File: src/rtl/down_counter_timer_arbiter.sv
// Round-robin timer arbiter: several requesters share one down counter.
// A grant loads that requester's interval, counts it down to zero, then pulses DONE.
module down_counter_timer_arbiter #(
    parameter int NREQ  = 4,
    parameter int WIDTH = 4
) (
    input  logic                  C,
    input  logic                  CLR,
    input  logic [NREQ-1:0]       REQ,
    input  logic [NREQ*WIDTH-1:0] LEN,
    input  logic                  ABORT,
    output logic [NREQ-1:0]       GNT,
    output logic [NREQ-1:0]       DONE,
    output logic                  BUSY,
    output logic [WIDTH-1:0]      CNT
);

    localparam int IW = (NREQ > 1) ? $clog2(NREQ) : 1;

    typedef enum logic [1:0] {
        IDLE = 2'd0,
        RUN  = 2'd1,
        FIN  = 2'd2
    } state_t;

    state_t            state_q, state_d;
    logic [IW-1:0]     ptr_q, ptr_d;
    logic [IW-1:0]     g_q, g_d;
    logic [WIDTH-1:0]  cnt_q, cnt_d;
    logic [NREQ-1:0]   gnt_q, gnt_d;
    logic [NREQ-1:0]   done_q, done_d;
    logic              busy_q, busy_d;

    logic [IW-1:0]     sel;
    logic              found;
    int                scanIdx;

    function automatic logic [IW-1:0] nextIdx(input logic [IW-1:0] i);
        if (int'(i) == NREQ - 1) begin
            return '0;
        end
        return i + IW'(1);
    endfunction

    // First requesting index at or after the pointer, wrapping modulo NREQ.
    always_comb begin
        sel     = '0;
        found   = 1'b0;
        scanIdx = 0;
        for (int k = 0; k < NREQ; k++) begin
            scanIdx = int'(ptr_q) + k;
            if (scanIdx >= NREQ) begin
                scanIdx = scanIdx - NREQ;
            end
            if (!found && REQ[IW'(scanIdx)]) begin
                found = 1'b1;
                sel   = IW'(scanIdx);
            end
        end
    end

    always_comb begin
        state_d = state_q;
        ptr_d   = ptr_q;
        g_d     = g_q;
        cnt_d   = cnt_q;
        gnt_d   = gnt_q;
        done_d  = done_q;
        busy_d  = busy_q;

        unique case (state_q)
            IDLE: begin
                if (found) begin
                    state_d    = RUN;
                    g_d        = sel;
                    cnt_d      = LEN[int'(sel)*WIDTH +: WIDTH];
                    gnt_d      = '0;
                    gnt_d[sel] = 1'b1;
                    busy_d     = 1'b1;
                end
            end
            RUN: begin
                if (ABORT) begin
                    state_d = IDLE;
                    gnt_d   = '0;
                    busy_d  = 1'b0;
                    ptr_d   = nextIdx(g_q);
                end else if (cnt_q == '0) begin
                    state_d     = FIN;
                    gnt_d       = '0;
                    done_d      = '0;
                    done_d[g_q] = 1'b1;
                end else begin
                    cnt_d = cnt_q - WIDTH'(1);
                end
            end
            FIN: begin
                state_d = IDLE;
                done_d  = '0;
                busy_d  = 1'b0;
                ptr_d   = nextIdx(g_q);
            end
            default: begin
                state_d = IDLE;
                gnt_d   = '0;
                done_d  = '0;
                busy_d  = 1'b0;
            end
        endcase
    end

    always_ff @(posedge C or posedge CLR) begin
        if (CLR) begin
            state_q <= IDLE;
            ptr_q   <= '0;
            g_q     <= '0;
            cnt_q   <= '0;
            gnt_q   <= '0;
            done_q  <= '0;
            busy_q  <= 1'b0;
        end else begin
            state_q <= state_d;
            ptr_q   <= ptr_d;
            g_q     <= g_d;
            cnt_q   <= cnt_d;
            gnt_q   <= gnt_d;
            done_q  <= done_d;
            busy_q  <= busy_d;
        end
    end

    assign GNT  = gnt_q;
    assign DONE = done_q;
    assign BUSY = busy_q;
    assign CNT  = cnt_q;

endmodule

File: config.mk
export PLATFORM = sky130hd
export DESIGN_NAME = down_counter_timer_arbiter
export DESIGN_NICKNAME = d
export VERILOG_FILES = /design/src/rtl/down_counter_timer_arbiter.sv
export SDC_FILE = /design/constraint.sdc
export NUM_CORES = 1
export LEC_CHECK = 0
export CAP_MARGIN = 20
export CORE_MARGIN = 8
export CORE_UTILIZATION = 48
export CTS_BUF_LIST = sky130_fd_sc_hd__clkbuf_4 sky130_fd_sc_hd__clkbuf_8
export CTS_CLUSTER_SIZE = 8
export DETAILED_ROUTE_END_ITERATION = 6
export HOLD_SLACK_MARGIN = 0.02
export PLACE_DENSITY = 0.84
export REMOVE_ABC_BUFFERS = 1
export SLEW_MARGIN = 40
export SYNTH_ARGS = -nofsm -noshare
export SYNTH_HDL_FRONTEND = slang
export SYNTH_SLANG_ARGS = --single-unit
export TNS_END_PERCENT = 20
File: constraint.sdc
create_clock -name C -period 1.8 [get_ports C]
set_input_delay 0.36 -clock C [delete_from_list [all_inputs] [get_ports C]]
set_output_delay 0.36 -clock C [all_outputs]
set_load 0.01 [all_outputs]
---- Yosys cells after proc, flatten, opt, wreduce, memory -nomap -nowiden ----
Cells that the tools add are included.
cells by class
  shifts and indexed selects .............. 1
  muxes and demuxes ....................... 55
  reduce and logical (&&, ||, !) cells .... 19
  magnitude comparators ................... 12
  equality and inequality tests ........... 9
  bitwise gates (word level) .............. 2
  add/subtract/negate cells ............... 9
operators with widths
  operator                                                            number
  2-to-1 mux 4 bit                                                    8
  2-to-1 mux 2 bit                                                    15
  2-to-1 mux 1 bit                                                    20
  less-than comparator 2 x 4 -> 1 bit (second input constant)         4
  one-hot mux 4 bit (2 select lines)                                  2
  variable part select 16 x 5 -> 4 bit                                1
  one-hot mux 4 bit (3 select lines)                                  1
  inequality test 2 bit (second input constant)                       5
  greater-or-equal comparator 3 bit (second input constant)           3
  binary-select mux 1 bit (select 2 bit)                              4
  one-hot mux 2 bit (2 select lines)                                  2
  AND reduction 2 bit                                                 4
  subtractor 2 x 1 -> 2 bit (second input constant)                   4
  adder 2 x 2 -> 3 bit (second input constant)                        2
  less-than comparator 2 x 3 -> 1 bit (second input constant)         2
  AND reduction 3 bit                                                 2
  logical AND 1 bit                                                   5
  demux 1 bit (select 2 bit)                                          2
  equality test 2 x 1 -> 1 bit (second input constant)                2
  greater-or-equal comparator 2 x 1 -> 1 bit (second input constant)  2
  logical NOT 4 bit                                                   1
  AND reduction 4 bit                                                 1
  nonzero test 2 bit                                                  2
  subtractor 4 x 1 -> 4 bit (second input constant)                   1
  9 further kinds                                                     12
storage, ports and cells
  output and inout bits ................... 13
  logic and storage cells ................. 114
  input port bits ......................... 23
  bits in registers ....................... 19

---- Depth between registers and ports, before layout ----
  depth in word-level cells ............... 21
  mapped depth ............................ 7
  depth with buffers taken out ............ 7

---- Least setup slack after synthesis ----
No wires, ideal clock.
  kind .................................... reg-to-reg
  start ................................... register cnt_q[0] (netlist: CNT[0])
  end ..................................... register gnt_q[2] (netlist: GNT[2])
  cell stages (with the launch flop) ...... 7
  buffers on the path ..................... 0
  clock period less this slack ............ 1.707 ns
  required time ........................... 1.679 ns
  setup slack ............................. 0.093 ns
  library setup time ...................... 0.121 ns
  data arrival time ....................... 1.586 ns
  cell sequence ........................... dfrtp_1 inv_1 ha_1 or3b_2 nand3_1 o21ai_1 a22o_1
between the ends
  word-level cells in the longest chain between the ends .. 3
ends and longest elaborated chain
  item                             line  source
  start: declaration               29    logic [WIDTH-1:0] cnt_q, cnt_d;
  start signal: assignment         125   cnt_q <= cnt_d;
  logical NOT 4 bit                88    end else if (cnt_q == '0) begin
  inequality test 3 bit (no line)  -
  AND reduction 3 bit (no line)    -
  end signal: assignment           126   gnt_q <= gnt_d;
  end: declaration                 30    logic [NREQ-1:0] gnt_q, gnt_d;
No other way between the ends.
A chain may end at the register's enable or synchronous reset.

---- Worst setup path in the final report ----
  start ................................... register ptr_q[1]
  end ..................................... register cnt_q[2] (netlist: CNT[2])
between the ends
  word-level cells in the longest chain between the ends .. 18
  elaborated cells between the ends (all ways) .. 46
  classes of those cells .................. add/sub: 7; order compare: 4; eq/ne: 1; shift: 1; mux: 26; reduce/logical: 7
ends and longest elaborated chain
  item                                                                           line  source
  start: declaration                                                             27    logic [IW-1:0] ptr_q, ptr_d;
  start signal: assignment                                                       123   ptr_q <= ptr_d;
  parallel branches: the longest is 18 deep, another holds adder 2 x 1 -> 3 bit  -
Several ways; the timed one is not identified. The select of a mux whose other input is x is not followed.

==> summary.md <==
| Metric | Value |
|---|---|
| Sink Count | 19 |
| Register area | 477 um^2 |
| Vias in the first global route | 1203 |
| Simple-gate share of the synthesized area | 12.7% |
| Most common flop cell mapped by yosys | dfrtp_1 |
| Sequential area share after synthesis | 40.6% |
| Grt ovf | 0 |
| MaxCap Viol Count | 0 |
| Setup bufs post-CTS | 0 |
| Maximum level of the CTS H-tree | 1 |
| P_leak | ~0.79 nW |
| XOR/XNOR share of the synthesized area | 0% |
| Pin count of the biggest net entering global routing | 20 |
| Most common cell after layout, fill and taps aside | clkdlybuf4s50_1 |
| DP HPWL | 2.68 mm |
| Final Setup Violations | 0 |
| Multi-input logic area | 662 um^2 |
| Area contributors post-synth | dfrtp_1 41%, a22o_1 6.0%, ha_1 5.3% |
| Final Cell Area | 1760 um^2 |
| Clock slew seen by the registers of the worst setup and hold paths | 0.12 ns |
| Die Wd | 65.4 um |
| Drt via density | 5.61 |
| Initial Utilization | 49.0% |
| Worst Path Max Fanout | 10 |
| Cell Area, Synth | 1170 um^2 |
| TritonCTS clock tree | done |
| Initial drt markers | 49 |
| Relative slew margins | 72.3% |
| Die area | between 4000 and 5000 um^2 |
| Max-slew violations | 0 |
| First-pass DRT Iterations | 6 |
| Worst r2r path cells | 5 |
| YS warnings | 0 |
| Final core utilization | 73.9% |
| EDFF count, synth | 0 |
| Worst hold slack | 0.353 ns |
| Minimum clock period | 1.76 ns |
| I/O pins | 36 |
| Dpl cells | 203 |
| Top cell type's share of synthesized area | 40.6% |
| Synthesized area per cell | between 9 and 10 um^2 |
| First-pass GRT wire length | 5.49 mm |
| Diodes inserted | 0 |
| Synth Area in Compound Gates | 30.1% |
| Final Non-Filler Cells | 207 |
| FP Rows | 18 |
| Root Buffer | clkbuf_4 |
| Clk buf depth | 2 |
| Peak supply drop | 0.000946 V |
| Worst Max-Slew Pin Slew | 0.411 ns |
| Peak Freq | ~570 MHz |
| Largest area contributor in the netlist | dfrtp_1 |
| Final wirelength | around 3.5 mm |
| Via count | 1161 |
| Initial antenna violation count | 0 |
| I/O Buffers | 35 |
| Fill cells | 180 |
| Post-placement cell area | approximately 1700 um^2 |
| Drt wl/cell | roughly 17 um |
| Pwr/cell area | 1470 nW/um^2 |
| Final ANT Viol Nets | 0 |
| Fin nets | 206 |
| Largest family of logic cells by synthesized area | compound AO/OA/AOI/OAI gates |
| Worst-Skew Late Latency | 0.31 ns |
| Synth Instances | 119 |
| Layout area overhead | 50.8% |
| Asr flop ratio synth | 100% |
| CP endpoint kind | flip-flop |
| CTS buffer count | 3 |
| Core Footprint | 2390 um^2 |
| Commonest non-fill, non-tap cells in the layout | 33 x clkdlybuf4s50_1, 24 x buf_4, 18 x dfrtp_1, 9 x a21oi_1 |
| Final Skew | 0.00594 ns |
| GRT Overall Usage | 16.3% |
| Crit path DAT | 1.96 ns |
| Synth Area in Adders | under 10% |
| Setup TNS | 0 ns |
| Tcrit/Tclk final | 98.0% |
| DRC viols | 0 |
| Final RePlAce weighted congestion | 0.830 |
| Mux cell area share after synthesis | 5.99% |
| Outcome | finished, final reports clean |
| Kind of critical path | reg -> reg |
| CP Launch Type | flip-flop |
| Worst EP required | ~2 ns |
| Final Hold Fails | 0 |
| Layout cells sized above 1 | roughly a quarter |
| Hold Path Class | in -> async |
| Die Ht | ~65 um |
| Seq cells post-synth | 19 |
| Post-synth cell types | 39 |
## flip-flops by register name, summed over array words and instances (netlist names)
signal	flops
DONE	4
ptr_q	2
CNT	4
state_q	2
GNT	4
g_q	2
BUSY	1
## report_power, final
part | switching [mW] | total, mW | internal [mW]
clock network | 0.148 | 0.233 | 0.0847
logic | 0.718 | 1.57 | 0.849
registers | 0.182 | 0.799 | 0.616
## worst max-delay path: stages, from the launching register on
cell	delay, ns
dfrtp_2	0.50
a21bo_1	0.23
a221o_2	0.40
mux2_4	0.32
a22oi_2	0.13
a21oi_1	0.09
## synth_stat cells (2+ instances only)
library cell and number:
a21oi_1 9, or3b_2 2, a221oi_1 3, nor3b_1 2, nand2b_1 2, o22ai_1 3
nand2_1 8, ha_1 5, nor3_1 3, o21ai_0 6, nand3_1 3, dfrtp_1 19
o21a_1 4, inv_1 8, clkbuf_1 2, nor2_1 5, a31oi_1 3, a22o_1 8
mux2_2 4
## metal layers
layer	wire length (um)	share of wire, %	vias up	GRT usage [%]
met3	70	2.0	6	1.87
li1	-	-	564	-
met1	1420	41	571	17.6
met4	70	2.0	0	8.17
met5	0	0	-	0
met2	1900	55	20	30.4
## metrics by stage
stage / power, mW / setup slack (ns)
after floorplan: 1.58 / 0.0953
after CTS: 2.53 / 0.0145
after detailed placement: 2.29 / -0.374
after global placement: 2.24 / -0.322
final: 2.60 / 0.0361
after global routing: 2.78 / -0.0341
## timing repair
action,4_1_cts,5_1_grt
setup endpoints to repair,4,12
hold buffers,0,0
gates resized for setup,2,7
pin swaps,0,2
## cell families after synthesis
family	count (synthesis)
AOI/OAI and AO/OA	48
adders and majority gates	5
buffers and inverters	13
DFF	19
muxes	6
and+or+nand+nor	28
## area by class of cell
type | instances | area share [%]
clock inverters | 1 | 0.426
repair buffers | 59 | 29.9
inverters | 8 | 1.70
multi-input cells | 87 | 37.5
flip-flops and latches | 19 | 27.0
clock buffers | 3 | 1.28
well taps | 30 | 2.13
## final timing paths
| kind | startpoint | endpoint | slack [ns] |
|---|---|---|---|
| worst max-delay path | ptr_q[1] | CNT[2] | 0.04 |
| worst min-delay path | CLR | BUSY | 0.35 |
| worst max register to register | ptr_q[1] | CNT[2] | 0.04 |
| worst min register to register | GNT[1] | GNT[1] | 0.51 |
| max in group asynchronous | CLR | ptr_q[1] | 1.23 |
| min in group C | GNT[1] | GNT[1] | 0.51 |
Note: power is estimated with default switching activity, not from simulation.
